### config.mk
export PLATFORM = sky130hd
export DESIGN_NAME = ysyx_23060236_wbu_flat
export DESIGN_NICKNAME = d
export VERILOG_FILES = /design/src/rtl/ysyx_23060236_wbu_if.sv /design/src/rtl/ysyx_23060236_wbu.sv /design/src/flat_wrapper.sv
export SDC_FILE = /design/constraint.sdc
export NUM_CORES = 1
export LEC_CHECK = 0
export ABC_CLOCK_PERIOD_IN_PS = 4000
export CAP_MARGIN = 30
export CORE_ASPECT_RATIO = 1.75
export CORE_UTILIZATION = 60
export DETAILED_ROUTE_END_ITERATION = 8
export PLACE_DENSITY = 0.8
export SYNTH_ARGS = -nofsm -noshare
export SYNTH_HDL_FRONTEND = slang
export SYNTH_SLANG_ARGS = --single-unit
### constraint.sdc
create_clock -name clock -period 4 [get_ports clock]
set_input_delay 0.4 -clock clock [delete_from_list [all_inputs] [get_ports clock]]
set_output_delay 0.4 -clock clock [all_outputs]
set_load 0.05 [all_outputs]
### src/rtl/ysyx_23060236_wbu_if.sv
// Signal bundle between the WBU and its neighbours: LSU write-back, IDU issue/cancel,
// register read ports and retire status.
interface ysyx_23060236_wbu_if #(
   parameter int ADDR_WIDTH = 4
);
   logic                  wb_valid;
   logic [31:0]           wb_val;
   logic [ADDR_WIDTH-1:0] wb_rd;
   logic                  wb_wen;
   logic                  issue_valid;
   logic [ADDR_WIDTH-1:0] issue_rd;
   logic                  issue_wen;
   logic                  cancel_valid;
   logic [ADDR_WIDTH-1:0] cancel_rd;
   logic [ADDR_WIDTH-1:0] raddr1;
   logic [ADDR_WIDTH-1:0] raddr2;
   logic [31:0]           rdata1;
   logic [31:0]           rdata2;
   logic                  rs1_busy;
   logic                  rs2_busy;
   logic                  issue_stall;
   logic                  retire;
   logic [63:0]           retire_cnt;
   logic                  sb_err;

   modport master (
      output wb_valid, wb_val, wb_rd, wb_wen,
      output issue_valid, issue_rd, issue_wen,
      output cancel_valid, cancel_rd,
      output raddr1, raddr2,
      input  rdata1, rdata2, rs1_busy, rs2_busy, issue_stall,
      input  retire, retire_cnt, sb_err
   );

   modport slave (
      input  wb_valid, wb_val, wb_rd, wb_wen,
      input  issue_valid, issue_rd, issue_wen,
      input  cancel_valid, cancel_rd,
      input  raddr1, raddr2,
      output rdata1, rdata2, rs1_busy, rs2_busy, issue_stall,
      output retire, retire_cnt, sb_err
   );
endinterface

### src/rtl/ysyx_23060236_wbu.sv
// Write-back stage: register file with write-through read bypass, per-register
// in-flight writer scoreboard for RAW stalls, and retire pulse/counter.
module ysyx_23060236_wbu #(
   parameter int REG_NUM    = 16,
   parameter int ADDR_WIDTH = 4,
   parameter int CNT_WIDTH  = 2
) (
   input  logic               clock,
   input  logic               reset,
   ysyx_23060236_wbu_if.slave bus
);
   localparam logic [CNT_WIDTH-1:0] CNT_MAX = '1;

   logic [31:0]          r_regs [REG_NUM];
   logic [CNT_WIDTH-1:0] r_cnt  [REG_NUM];
   logic                 r_retire;
   logic [63:0]          r_retire_cnt;
   logic                 r_sb_err;

   logic                 w_wr_en;
   logic                 w_ret_rs1;
   logic                 w_ret_rs2;
   logic                 w_ret_issue;
   logic [31:0]          w_rdata1;
   logic [31:0]          w_rdata2;
   logic [CNT_WIDTH-1:0] w_cnt_nxt [REG_NUM];
   logic                 w_sb_err_set;

   assign w_wr_en     = bus.wb_valid & bus.wb_wen & (bus.wb_rd != '0);
   assign w_ret_rs1   = bus.wb_valid & bus.wb_wen & (bus.wb_rd == bus.raddr1);
   assign w_ret_rs2   = bus.wb_valid & bus.wb_wen & (bus.wb_rd == bus.raddr2);
   assign w_ret_issue = bus.wb_valid & bus.wb_wen & (bus.wb_rd == bus.issue_rd);

   // NOTE: every always_comb output is given a default before any branch so no latch is inferred.
   always_comb begin
      w_rdata1 = r_regs[bus.raddr1];
      if (bus.raddr1 == '0)                          w_rdata1 = '0;
      else if (w_wr_en && bus.wb_rd == bus.raddr1)   w_rdata1 = bus.wb_val;
   end

   always_comb begin
      w_rdata2 = r_regs[bus.raddr2];
      if (bus.raddr2 == '0)                          w_rdata2 = '0;
      else if (w_wr_en && bus.wb_rd == bus.raddr2)   w_rdata2 = bus.wb_val;
   end

   // Net change per register, widened by two bits so both underflow and overflow are visible.
   always_comb begin
      logic [CNT_WIDTH+1:0] v_sum;
      logic                 v_inc;
      logic                 v_dec_wb;
      logic                 v_dec_cn;
      v_sum        = '0;
      v_inc        = 1'b0;
      v_dec_wb     = 1'b0;
      v_dec_cn     = 1'b0;
      w_sb_err_set = 1'b0;
      w_cnt_nxt[0] = '0;
      for (int i = 1; i < REG_NUM; i++) begin
         v_inc    = bus.issue_valid & bus.issue_wen & (bus.issue_rd == ADDR_WIDTH'(i));
         v_dec_wb = bus.wb_valid & bus.wb_wen & (bus.wb_rd == ADDR_WIDTH'(i));
         v_dec_cn = bus.cancel_valid & (bus.cancel_rd == ADDR_WIDTH'(i));
         v_sum    = {2'b00, r_cnt[i]} + (CNT_WIDTH+2)'(v_inc)
                  - (CNT_WIDTH+2)'(v_dec_wb) - (CNT_WIDTH+2)'(v_dec_cn);
         if (v_sum[CNT_WIDTH+1]) begin
            w_cnt_nxt[i] = '0;
            w_sb_err_set = 1'b1;
         end else if (v_sum > {2'b00, CNT_MAX}) begin
            w_cnt_nxt[i] = CNT_MAX;
            w_sb_err_set = 1'b1;
         end else begin
            w_cnt_nxt[i] = v_sum[CNT_WIDTH-1:0];
         end
      end
   end

   // NOTE: the register file is reset element by element because software may read any GPR as zero after reset.
   always_ff @(posedge clock) begin
      if (reset) begin
         for (int i = 0; i < REG_NUM; i++) begin
            r_regs[i] <= '0;
            r_cnt[i]  <= '0;
         end
         r_retire     <= 1'b0;
         r_retire_cnt <= '0;
         r_sb_err     <= 1'b0;
      end else begin
         if (w_wr_en) r_regs[bus.wb_rd] <= bus.wb_val;
         for (int i = 1; i < REG_NUM; i++) r_cnt[i] <= w_cnt_nxt[i];
         r_retire     <= bus.wb_valid;
         r_retire_cnt <= r_retire_cnt + 64'(bus.wb_valid);
         if (w_sb_err_set) r_sb_err <= 1'b1;
      end
   end

   assign bus.rdata1      = w_rdata1;
   assign bus.rdata2      = w_rdata2;
   assign bus.rs1_busy    = (bus.raddr1 != '0) &
                            ((r_cnt[bus.raddr1] - CNT_WIDTH'(w_ret_rs1)) != '0);
   assign bus.rs2_busy    = (bus.raddr2 != '0) &
                            ((r_cnt[bus.raddr2] - CNT_WIDTH'(w_ret_rs2)) != '0);
   assign bus.issue_stall = bus.issue_wen & (bus.issue_rd != '0) &
                            (r_cnt[bus.issue_rd] == CNT_MAX) & ~w_ret_issue;
   assign bus.retire      = r_retire;
   assign bus.retire_cnt  = r_retire_cnt;
   assign bus.sb_err      = r_sb_err;
endmodule

### src/flat_wrapper.sv
// flat-port wrapper written by rule: the top's interface ports become plain ports
module ysyx_23060236_wbu_flat 
#(
   parameter int REG_NUM    = 16,
   parameter int ADDR_WIDTH = 4,
   parameter int CNT_WIDTH  = 2
)
  (clock, reset, bus_wb_valid, bus_wb_val, bus_wb_rd, bus_wb_wen, bus_issue_valid, bus_issue_rd, bus_issue_wen, bus_cancel_valid, bus_cancel_rd, bus_raddr1, bus_raddr2, bus_rdata1, bus_rdata2, bus_rs1_busy, bus_rs2_busy, bus_issue_stall, bus_retire, bus_retire_cnt, bus_sb_err);
  ysyx_23060236_wbu_if #(.ADDR_WIDTH(ADDR_WIDTH)) bus_i ();
  input  logic clock;
  input  logic reset;
  input wire logic [$bits(bus_i.wb_valid)-1:0] bus_wb_valid;
  input wire logic [$bits(bus_i.wb_val)-1:0] bus_wb_val;
  input wire logic [$bits(bus_i.wb_rd)-1:0] bus_wb_rd;
  input wire logic [$bits(bus_i.wb_wen)-1:0] bus_wb_wen;
  input wire logic [$bits(bus_i.issue_valid)-1:0] bus_issue_valid;
  input wire logic [$bits(bus_i.issue_rd)-1:0] bus_issue_rd;
  input wire logic [$bits(bus_i.issue_wen)-1:0] bus_issue_wen;
  input wire logic [$bits(bus_i.cancel_valid)-1:0] bus_cancel_valid;
  input wire logic [$bits(bus_i.cancel_rd)-1:0] bus_cancel_rd;
  input wire logic [$bits(bus_i.raddr1)-1:0] bus_raddr1;
  input wire logic [$bits(bus_i.raddr2)-1:0] bus_raddr2;
  output wire logic [$bits(bus_i.rdata1)-1:0] bus_rdata1;
  output wire logic [$bits(bus_i.rdata2)-1:0] bus_rdata2;
  output wire logic [$bits(bus_i.rs1_busy)-1:0] bus_rs1_busy;
  output wire logic [$bits(bus_i.rs2_busy)-1:0] bus_rs2_busy;
  output wire logic [$bits(bus_i.issue_stall)-1:0] bus_issue_stall;
  output wire logic [$bits(bus_i.retire)-1:0] bus_retire;
  output wire logic [$bits(bus_i.retire_cnt)-1:0] bus_retire_cnt;
  output wire logic [$bits(bus_i.sb_err)-1:0] bus_sb_err;
  assign bus_i.wb_valid = bus_wb_valid;
  assign bus_i.wb_val = bus_wb_val;
  assign bus_i.wb_rd = bus_wb_rd;
  assign bus_i.wb_wen = bus_wb_wen;
  assign bus_i.issue_valid = bus_issue_valid;
  assign bus_i.issue_rd = bus_issue_rd;
  assign bus_i.issue_wen = bus_issue_wen;
  assign bus_i.cancel_valid = bus_cancel_valid;
  assign bus_i.cancel_rd = bus_cancel_rd;
  assign bus_i.raddr1 = bus_raddr1;
  assign bus_i.raddr2 = bus_raddr2;
  assign bus_rdata1 = bus_i.rdata1;
  assign bus_rdata2 = bus_i.rdata2;
  assign bus_rs1_busy = bus_i.rs1_busy;
  assign bus_rs2_busy = bus_i.rs2_busy;
  assign bus_issue_stall = bus_i.issue_stall;
  assign bus_retire = bus_i.retire;
  assign bus_retire_cnt = bus_i.retire_cnt;
  assign bus_sb_err = bus_i.sb_err;
  ysyx_23060236_wbu #(.REG_NUM(REG_NUM), .ADDR_WIDTH(ADDR_WIDTH), .CNT_WIDTH(CNT_WIDTH)) u_core (.clock(clock), .reset(reset), .bus(bus_i));
endmodule
== After elaboration in Yosys (flattened, before gate mapping) ==
Memories as Yosys holds them, arrays and structs flattened.
Cells that the tools add are included.

* Magnitude comparators: 15
* Bitwise logic cells: 72
* Multiply operators: 0
* Multiplexer cells: 88
* Equal/unequal tests: 49
* Shift-type cells: 0
* Divide/modulo/power cells: 0
* Reduce and logical (&&, ||, !) cells: 11
* Add/sub/neg operators: 48

{| class="wikitable"
|+ Operators by type and width
! operator !! count
|-
| 32-bit 2-to-1 mux || 5
|-
| 4-bit by 1-bit subtractor with 4-bit output || 30
|-
| 4-bit == test, second input constant || 24
|-
| 2-bit 2-to-1 mux || 45
|-
| 64-bit by 1-bit adder with 64-bit output || 1
|-
| 4-bit by 2-bit greater-than comparator with 1-bit output, second input constant || 15
|-
| 1-bit AND || 56
|-
| 4-bit by 3-bit == test with 1-bit output, second input constant || 12
|-
| 2-bit by 1-bit adder with 3-bit output || 15
|-
| 1-bit 2-to-1 mux || 37
|-
| 32-bit OR reduction || 1
|-
| 4-bit by 2-bit == test with 1-bit output, second input constant || 6
|-
| 4-bit nonzero test || 4
|-
| 1-bit bitwise OR || 15
|-
| 4-bit by 1-bit == test with 1-bit output, second input constant || 3
|-
| 4-bit == test || 3
|-
| 4-bit logical NOT || 2
|-
| 4-bit 2-to-1 mux || 1
|-
| 2-bit nonzero test || 2
|-
| 2-bit by 1-bit subtractor with 2-bit output || 2
|-
| 2-bit == test, second input constant || 1
|-
| 1-bit logical AND || 2
|-
| 1-bit NOT || 1
|}

* Bits in latches: 0
* Logic and storage cells: 288
* Memory bits (read-only): 0
* Memory bits (writable): 544
* Output and inout port bits: 133
* Bits of input ports: 59
* Register bits: 66
* Memories: 2

{| class="wikitable"
|+ Memories
! name !! depth !! bits a word !! rd ports !! clocked after Yosys merged registers in !! write ports !! line !! source
|-
| u_core.r_regs || 16 || 32 || 2 || 0 || 16 || ysyx_23060236_wbu.sv:14 || <nowiki>logic [31:0] r_regs [REG_NUM];</nowiki>
|-
| u_core.r_cnt || 16 || 2 || 18 || 0 || 16 || ysyx_23060236_wbu.sv:15 || <nowiki>logic [CNT_WIDTH-1:0] r_cnt [REG_NUM];</nowiki>
|}

== Longest topological paths before layout ==
Gate-level depths: netlist (run 1).

* Depth in word-level cells: 36
* Depth in mapped cells: 13
* Depth with buffers taken out: 13

== Least setup slack after synthesis (run 1) ==
OpenSTA, ideal clock, no wires.

* Path type: input port to output port
* From: input bus_raddr2[1]
* To: output bus_rs2_busy
* Data required time: 3.600 ns
* Arrival: 2.975 ns
* Setup slack: 0.625 ns
* Path buffers: 3
* Stages on the path: 8
* Cell sequence: clkbuf_1 -> clkbuf_1 -> clkbuf_1 -> a21oi_1 -> a211oi_1 -> a21oi_1 -> xnor2_1 -> o31ai_1

* Word-level cells in the longest chain between the ends: 5
* Elaborated cells between the ends (all ways): 7
* Those cells by class: add/sub: 1; eq/ne: 1; bitwise: 2; reduce/logical: 2; memory: 1

{| class="wikitable"
|+ Ends and longest elaborated chain
! item !! line !! source
|-
| from (decl) || flat_wrapper.sv:22 || <nowiki>input wire logic [$bits(bus_i.raddr2)-1:0] bus_raddr2;</nowiki>
|-
| branches (longest 4 deep; another with memory 16 x 2 bit) || n/a ||
|-
| 1-bit AND (*) || ysyx_23060236_wbu.sv:100 || <nowiki>assign bus.rs2_busy = (bus.raddr2 != '0) &</nowiki>
|-
| to (decl) || flat_wrapper.sv:26 || <nowiki>output wire logic [$bits(bus_i.rs2_busy)-1:0] bus_rs2_busy;</nowiki>
|}

Mark *: on every way between the ends.

== Worst setup path after layout (run 1) ==
* From: input bus_wb_rd[1]
* To: output bus_issue_stall

* Word-level cells in the longest chain between the ends: 4

{| class="wikitable"
|+ Ends and longest elaborated chain
! item !! line !! source
|-
| from (decl) || flat_wrapper.sv:14 || <nowiki>input wire logic [$bits(bus_i.wb_rd)-1:0] bus_wb_rd;</nowiki>
|-
| 4-bit == test || ysyx_23060236_wbu.sv:32 || <nowiki>assign w_ret_issue = bus.wb_valid & bus.wb_wen & (bus.wb_rd == bus.issue_rd);</nowiki>
|-
| 1-bit AND || ysyx_23060236_wbu.sv:32 ||
|-
| 1-bit NOT || ysyx_23060236_wbu.sv:103 || <nowiki>(r_cnt[bus.issue_rd] == CNT_MAX) & ~w_ret_issue;</nowiki>
|-
| 1-bit AND || ysyx_23060236_wbu.sv:103 ||
|-
| to (decl) || flat_wrapper.sv:27 || <nowiki>output wire logic [$bits(bus_i.issue_stall)-1:0] bus_issue_stall;</nowiki>
|}

Every way passes these cells.

==> flow_summary_export.csv, run 1 <==
group,metric,value,unit
yosys,synthSimpleGateAreaFrac,15.4,%
yosys,synth_cell_types,55,
floorplan,io_pins,192,
layout,multi_input_area,15700,µm²
power_and_ir_drop,irDropWorstVdd,0.354,mV
routing,vias,23800,
grt,antenna_found_initial,3,
timing,slew_headroom,42.4,%
worst_setup_path,cp_max_fo,13,
yosys,synthArstFlopShare,0,%
yosys,synth_top_family_by_area,"multiplexers",
yosys,synthCells,2538,
floorplan,die_y,317,µm
clocking,clk_latency,0.61,ns
yosys,ys.flop_type,"edfxtp_1",
layout,postLayoutCoreUtil,69.1,%
timing,setup_tns,0,ns
power_and_ir_drop,power.net_switching,4.05,mW
timing,setup_violations,0,
grt,grt_usage,35.9,%
clocking,numCtsBuffers,54,
flow_run,drv_cap,0,
yosys,synth.area.mux_share,22.4,%
power_and_ir_drop,sequentialPowerShare,48.5,%
placement,place_congestion,0.956,
layout,fin_nets,2831,
worst_setup_path,cp-end-kind,"primary output",
yosys,synth_seq_area_share,50.9,%
placement,pre_cts_slack,0.330,ns
layout,syn2layout_area_growth,14.2,%
worst_setup_path,setup.worst_path.start_class,"input pin",
worst_setup_path,critPathRequiredTime,3.60,ns
power_and_ir_drop,p_comb_share,16.0,%
clocking,clkTransAtPathRegs,0.07,ns
timing,rsz0062_at_grt,"false",
timing,hold_viol,0,
layout,final_cell_mix,"512 x edfxtp_1, 485 x and2_1, 333 x mux4_2",
timing,final.period_utilization,88.4,%
yosys,syn_area,34000,µm²
power_and_ir_drop,sw_frac_of_total,26.6,%
yosys,synth-seq-cells,608,
yosys,yosys.area.top_type_share,45.3,%
yosys,synthTopCellsByArea,"edfxtp_1 45%, mux4_2 22%, and2_1 8.9%, dfxtp_1 5.7%, clkbuf_1 1.8%",
placement,place_area,37000,µm²
routing,ant_nets,0,
routing,routed_via_density,6.89,
power_and_ir_drop,powerDensity,393,nW/µm²
yosys,yosysTopAreaCell,"edfxtp_1",
grt,grt_pass1_wl,151000,µm
yosys,yosys.area_share.adder,2.62,%
worst_setup_path,worstSetupPathType,"in -> out",
clocking,cts-resized-gates,0,
timing,post-route-min-period,3.54,ns
power_and_ir_drop,clockPowerShare,35.6,%
floorplan,fp-row-count,115,
layout,fillers,3769,
outcome,status,"complete, no violations",
placement,dp.final_hpwl,64100,µm
timing,finClkSkew,0.0132,ns
yosys,synth-xor-area-share,1.29,%
clocking,clock_path_buffers,3,
yosys,synth_compound_area_share,3.80,%
routing,avgRoutedWirePerCell,29.4,µm
floorplan,die_w,182,µm
layout,ff_latch_area,17300,µm²
clocking,cts_htree_levels,2,
yosys,synth_edf_count,512,
clocking,post-cts-setup-buffer-count,0,
clocking,tritoncts,"yes",
clocking,cts.sinks,608,
grt,grt_pass1_vias,24600,
power_and_ir_drop,leakage,13.6,nW
power_and_ir_drop,intPower,11.2,mW
layout,layout-drive-gt1-share,22.6,%
timing,slew_viol_final,0,
timing,fmax,283,MHz
floorplan,initial_core_util,60.5,%
yosys,yosysWarnings,0,
placement,portBuffers,191,
clocking,cts_hold_buf,0,
timing,setup_ws,0.465,ns
routing,first_pass_iters,5,
grt,grt_max_degree,65,
floorplan,dieArea,57600,µm²
floorplan,design.core.area,56100,µm²
grt,overflow,0,
layout,final_common_cell,"edfxtp_1",
min_path,hold_path.class,"in -> reg",
routing,drtIter0Drc,2882,
worst_setup_path,worst-endpoint-arrival,3.14,ns
timing,tightest_slew,0.864,ns
clocking,clock-root-buffer,"clkbuf_16",
yosys,synth.avg_cell_area,13.4,µm²
layout,final_cell_area,38800,µm²
routing,remaining_drc_errors,0,
routing,wl,102000,µm
## cell type report
| class | count | area share (%) |
|---|---|---|
| Antenna cell | 2 | 0.0129 |
| Inverter | 117 | 1.13 |
| Timing Repair Buffer | 284 | 7.03 |
| Clock inverter | 33 | 0.968 |
| Multi-Input combinational cell | 1645 | 40.4 |
| Sequential cell | 608 | 44.6 |
| Clock buffer | 64 | 3.63 |
| Tap cell | 702 | 2.26 |
## cells by family (layout without fill, tap and decap cells)
family                     Yosys count  in the layout
adders and majority gates           62             62
and+or+nand+nor                    938            938
xor gates and xnor gates            50             50
other                                1             34
AOI/OAI and AO/OA                  220            220
buffers and inverters              316            498
DFF                                608            608
muxes                              343            343
## through the flow
step                      hold WS [ns]  power (mW)  cells
after global placement           0.479        9.81   3356
after detailed placement         0.482        9.92   3356
after CTS                        0.216        15.2   3453
final                            0.245        15.2   3455
after floorplan                  0.528        9.04   2569
after global routing             0.227        15.6   3453
## power groups by stage
stage	Combinational (mW)	Clock (mW)	Sequential, mW
after floorplan	1.60	0	7.44
after global placement	2.36	0	7.45
after detailed placement	2.41	0	7.51
after CTS	2.42	5.41	7.37
after global routing	2.54	5.63	7.41
final	2.44	5.42	7.38
## synthesized netlist by cell type, types with 2 or more instances
library cell	number
or3_1	23
and3_1	8
dfxtp_1	96
o21ai_0	85
or4_1	21
nand3_1	37
o31ai_1	22
nor4_1	16
xor2_1	23
clkbuf_1	165
a31oi_1	2
a21oi_1	69
ha_1	47
nor3_1	33
a311oi_1	12
a21o_1	2
fa_1	15
o211ai_1	5
a22oi_1	5
nand4_1	14
mux4_2	333
or2_2	13
xnor2_1	27
mux2_2	4
buf_2	11
o21bai_1	7
nor2_1	108
buf_1	22
and4_1	4
mux2i_1	6
and2_1	485
nand2_1	135
nor2b_1	11
inv_1	116
nand4b_1	2
nand2b_1	19
edfxtp_1	512
nand3b_1	5
o41ai_1	2
## sequential cells by signal, summed over array words and instances (netlist names)
name / cells
u_core.bus.retire: 1
u_core.bus.sb_err: 1
u_core.r_regs: 512
u_core.bus.retire_cnt: 64
u_core.r_cnt: 30
## critical path: stages
cell and delay, ns:
clkdlybuf4s50_1 0.76, buf_4 0.24, xnor2_1 0.12, nand3_1 0.09, nor3_1 0.58, nor3_1 0.11
o211a_1 0.14, clkdlybuf4s50_1 0.70
## routing by layer
metal	share of wire, %	GRT usage (%)	wire, µm
met5	0.011	0	11
met4	6.9	23.3	6960
met3	11	7.18	10800
met2	51	62.1	52100
met1	31	40.8	31700
## path summary, 6_finish.rpt
check | startpoint | endpoint | slack, ns | cells past startpoint
max | bus_wb_rd[1] | bus_issue_stall | 0.46 | 8
min | reset | u_core.r_regs[0][9] | 0.25 | 1
max reg2reg | u_core.bus.retire_cnt[13] | u_core.bus.retire_cnt[63] | 1.10 | 5
min reg2reg | u_core.bus.retire_cnt[43] | u_core.bus.retire_cnt[43] | 0.49 | 2
Note: power is estimated with default switching activity, not from simulation.
==> run 2, diff against run 1 <==
- GPL_ROUTABILITY_DRIVEN: not set -> 0
- SKIP_LAST_GASP: not set -> 1
==> run 2 against run 1 <==
- utilization fell by 0.32 points
- clock-buffer cell count is 2 lower
- clock power decreased by 5.2%
- setup slack worse by 0.0058 ns
- critical path depth up 1
- routed wire length decreased by 0.71%
- cell count unchanged
- clock skew is 0.0064 ns lower
- maximum frequency fell by 0.16%
- first-iteration DRC count shrank 13%
- design area down 0.46%
- critical endpoint is now bus_rdata2[13]
- largest cell class unchanged
==> flow_summary_export.csv, run 2 (same netlist as run 1, synthesis figures left out) <==
group,metric,value,unit
routing,wl,101000,µm
timing,setup_tns,0,ns
layout,num_antenna_cells,0,
worst_setup_path,r2r_cells,5,
placement,pre_cts_slack,0.393,ns
floorplan,io_pins,192,
routing,ant_nets,0,
routing,avgRoutedWirePerCell,29.2,µm
clocking,clk_latency,0.62,ns
floorplan,fp-row-count,115,
power_and_ir_drop,powerDensity,387,nW/µm²
timing,hold_viol,0,
clocking,cts_hold_buf,0,
power_and_ir_drop,total_power,14.9,mW
layout,final_cell_mix,"512 x edfxtp_1, 485 x and2_1, 333 x mux4_2",
timing,post-route-min-period,3.54,ns
worst_setup_path,cp-end-kind,"primary output",
grt,grt_pass1_vias,25000,
clocking,clock_path_buffers,3,
clocking,tritoncts,"yes",
routing,remaining_drc_errors,0,
timing,slew_viol_final,0,
placement,dp.final_hpwl,62800,µm
timing,rsz0062_at_grt,"false",
floorplan,die_y,317,µm
timing,setup_violations,0,
min_path,hold_path.class,"in -> reg",
flow_run,drv_cap,0,
grt,grt_usage,36.0,%
min_path,hold_path_depth,2,
timing,finClkSkew,0.00687,ns
timing,tightest_slew,0.889,ns
layout,syn2layout_area_growth,13.7,%
clocking,clkTransAtPathRegs,0.06,ns
grt,grt_max_degree,71,
layout,largest-register,"u_core.r_regs",
worst_setup_path,cp_max_fo,19,
floorplan,design.core.area,56100,µm²
placement,portBuffers,191,
clocking,numCtsBuffers,55,
routing,vias,23600,
layout,final_common_cell,"edfxtp_1",
clocking,cts.sinks,608,
worst_setup_path,worst-endpoint-arrival,3.14,ns
routing,routed_via_density,6.84,
layout,postLayoutCoreUtil,68.8,%
routing,first_pass_iters,5,
timing,final.period_utilization,88.5,%
grt,antenna_found_initial,3,
floorplan,initial_core_util,60.5,%
timing,setup_ws,0.459,ns
worst_setup_path,r2r_setup_slack,1.09,ns
grt,overflow,0,
clocking,post-cts-setup-buffer-count,0,
clocking,clock-root-buffer,"clkbuf_16",
layout,largest_register_ffs,512,
outcome,status,"complete, no violations",
floorplan,die_w,182,µm
routing,drtIter0Drc,2521,
worst_setup_path,setup.worst_path.start_class,"input pin",
layout,layout-drive-gt1-share,22.6,%
power_and_ir_drop,leakage,13.5,nW
clocking,cts_htree_levels,2,
power_and_ir_drop,irDropWorstVdd,0.396,mV
timing,fmax,282,MHz
worst_setup_path,worstSetupPathType,"in -> out",
timing,slew_headroom,40.8,%
layout,fin_nets,2834,
floorplan,dieArea,57600,µm²
clocking,cts-resized-gates,0,
grt,grt_pass1_wl,151000,µm
worst_setup_path,critPathRequiredTime,3.60,ns
## run 2: final timing paths
check / startpoint / endpoint
min reg2reg: u_core.bus.retire_cnt[43] / u_core.bus.retire_cnt[43]
max reg2reg: u_core.bus.retire_cnt[13] / u_core.bus.retire_cnt[63]
max: bus_wb_rd[3] / bus_rdata2[13]
min: reset / u_core.r_cnt[3][0]
## run 2: per-layer routing
layer | up-vias | wire length, µm | global-route usage (%)
met2 | 1652 | 51400 | 62.4
met5 | - | 26 | 0
li1 | 9806 | - | -
met1 | 11700 | 31900 | 40.3
met3 | 440 | 10300 | 7.51
met4 | 6 | 7210 | 24.2
## run 2: final cells by class
type | count | area [µm²]
well taps | 702 | 878
inverters | 117 | 439
clock buffers | 62 | 1420
repair buffers | 286 | 2650
clock inverters | 35 | 258
fillers | 3812 | 17500
multi-input cells | 1645 | 15700
flip-flops and latches | 608 | 17300
## run 2: report_power, final
part | internal, mW | switching, mW | leakage, nW
clock | 2.74 | 2.40 | 0.829
combinational | 1.01 | 1.40 | 7.04
sequential | 7.19 | 0.193 | 5.66
## run 2: worst max-delay path, stage by stage
cell and delay, ns:
clkdlybuf4s50_1 0.56, buf_4 0.25, xor2_1 0.17, nor4_1 0.52
a21boi_4 0.30, a21o_1 0.13, buf_4 0.31, o21ai_0 0.24
buf_4 0.25
## run 2: stage by stage
step,instance area (µm²),instances,hold WS [ns]
after floorplan,34100,2569,0.528
after global placement,36900,3358,0.476
after detailed placement,36900,3358,0.485
after CTS,38600,3455,0.271
after global routing,38600,3455,0.315
final,38600,3455,0.302
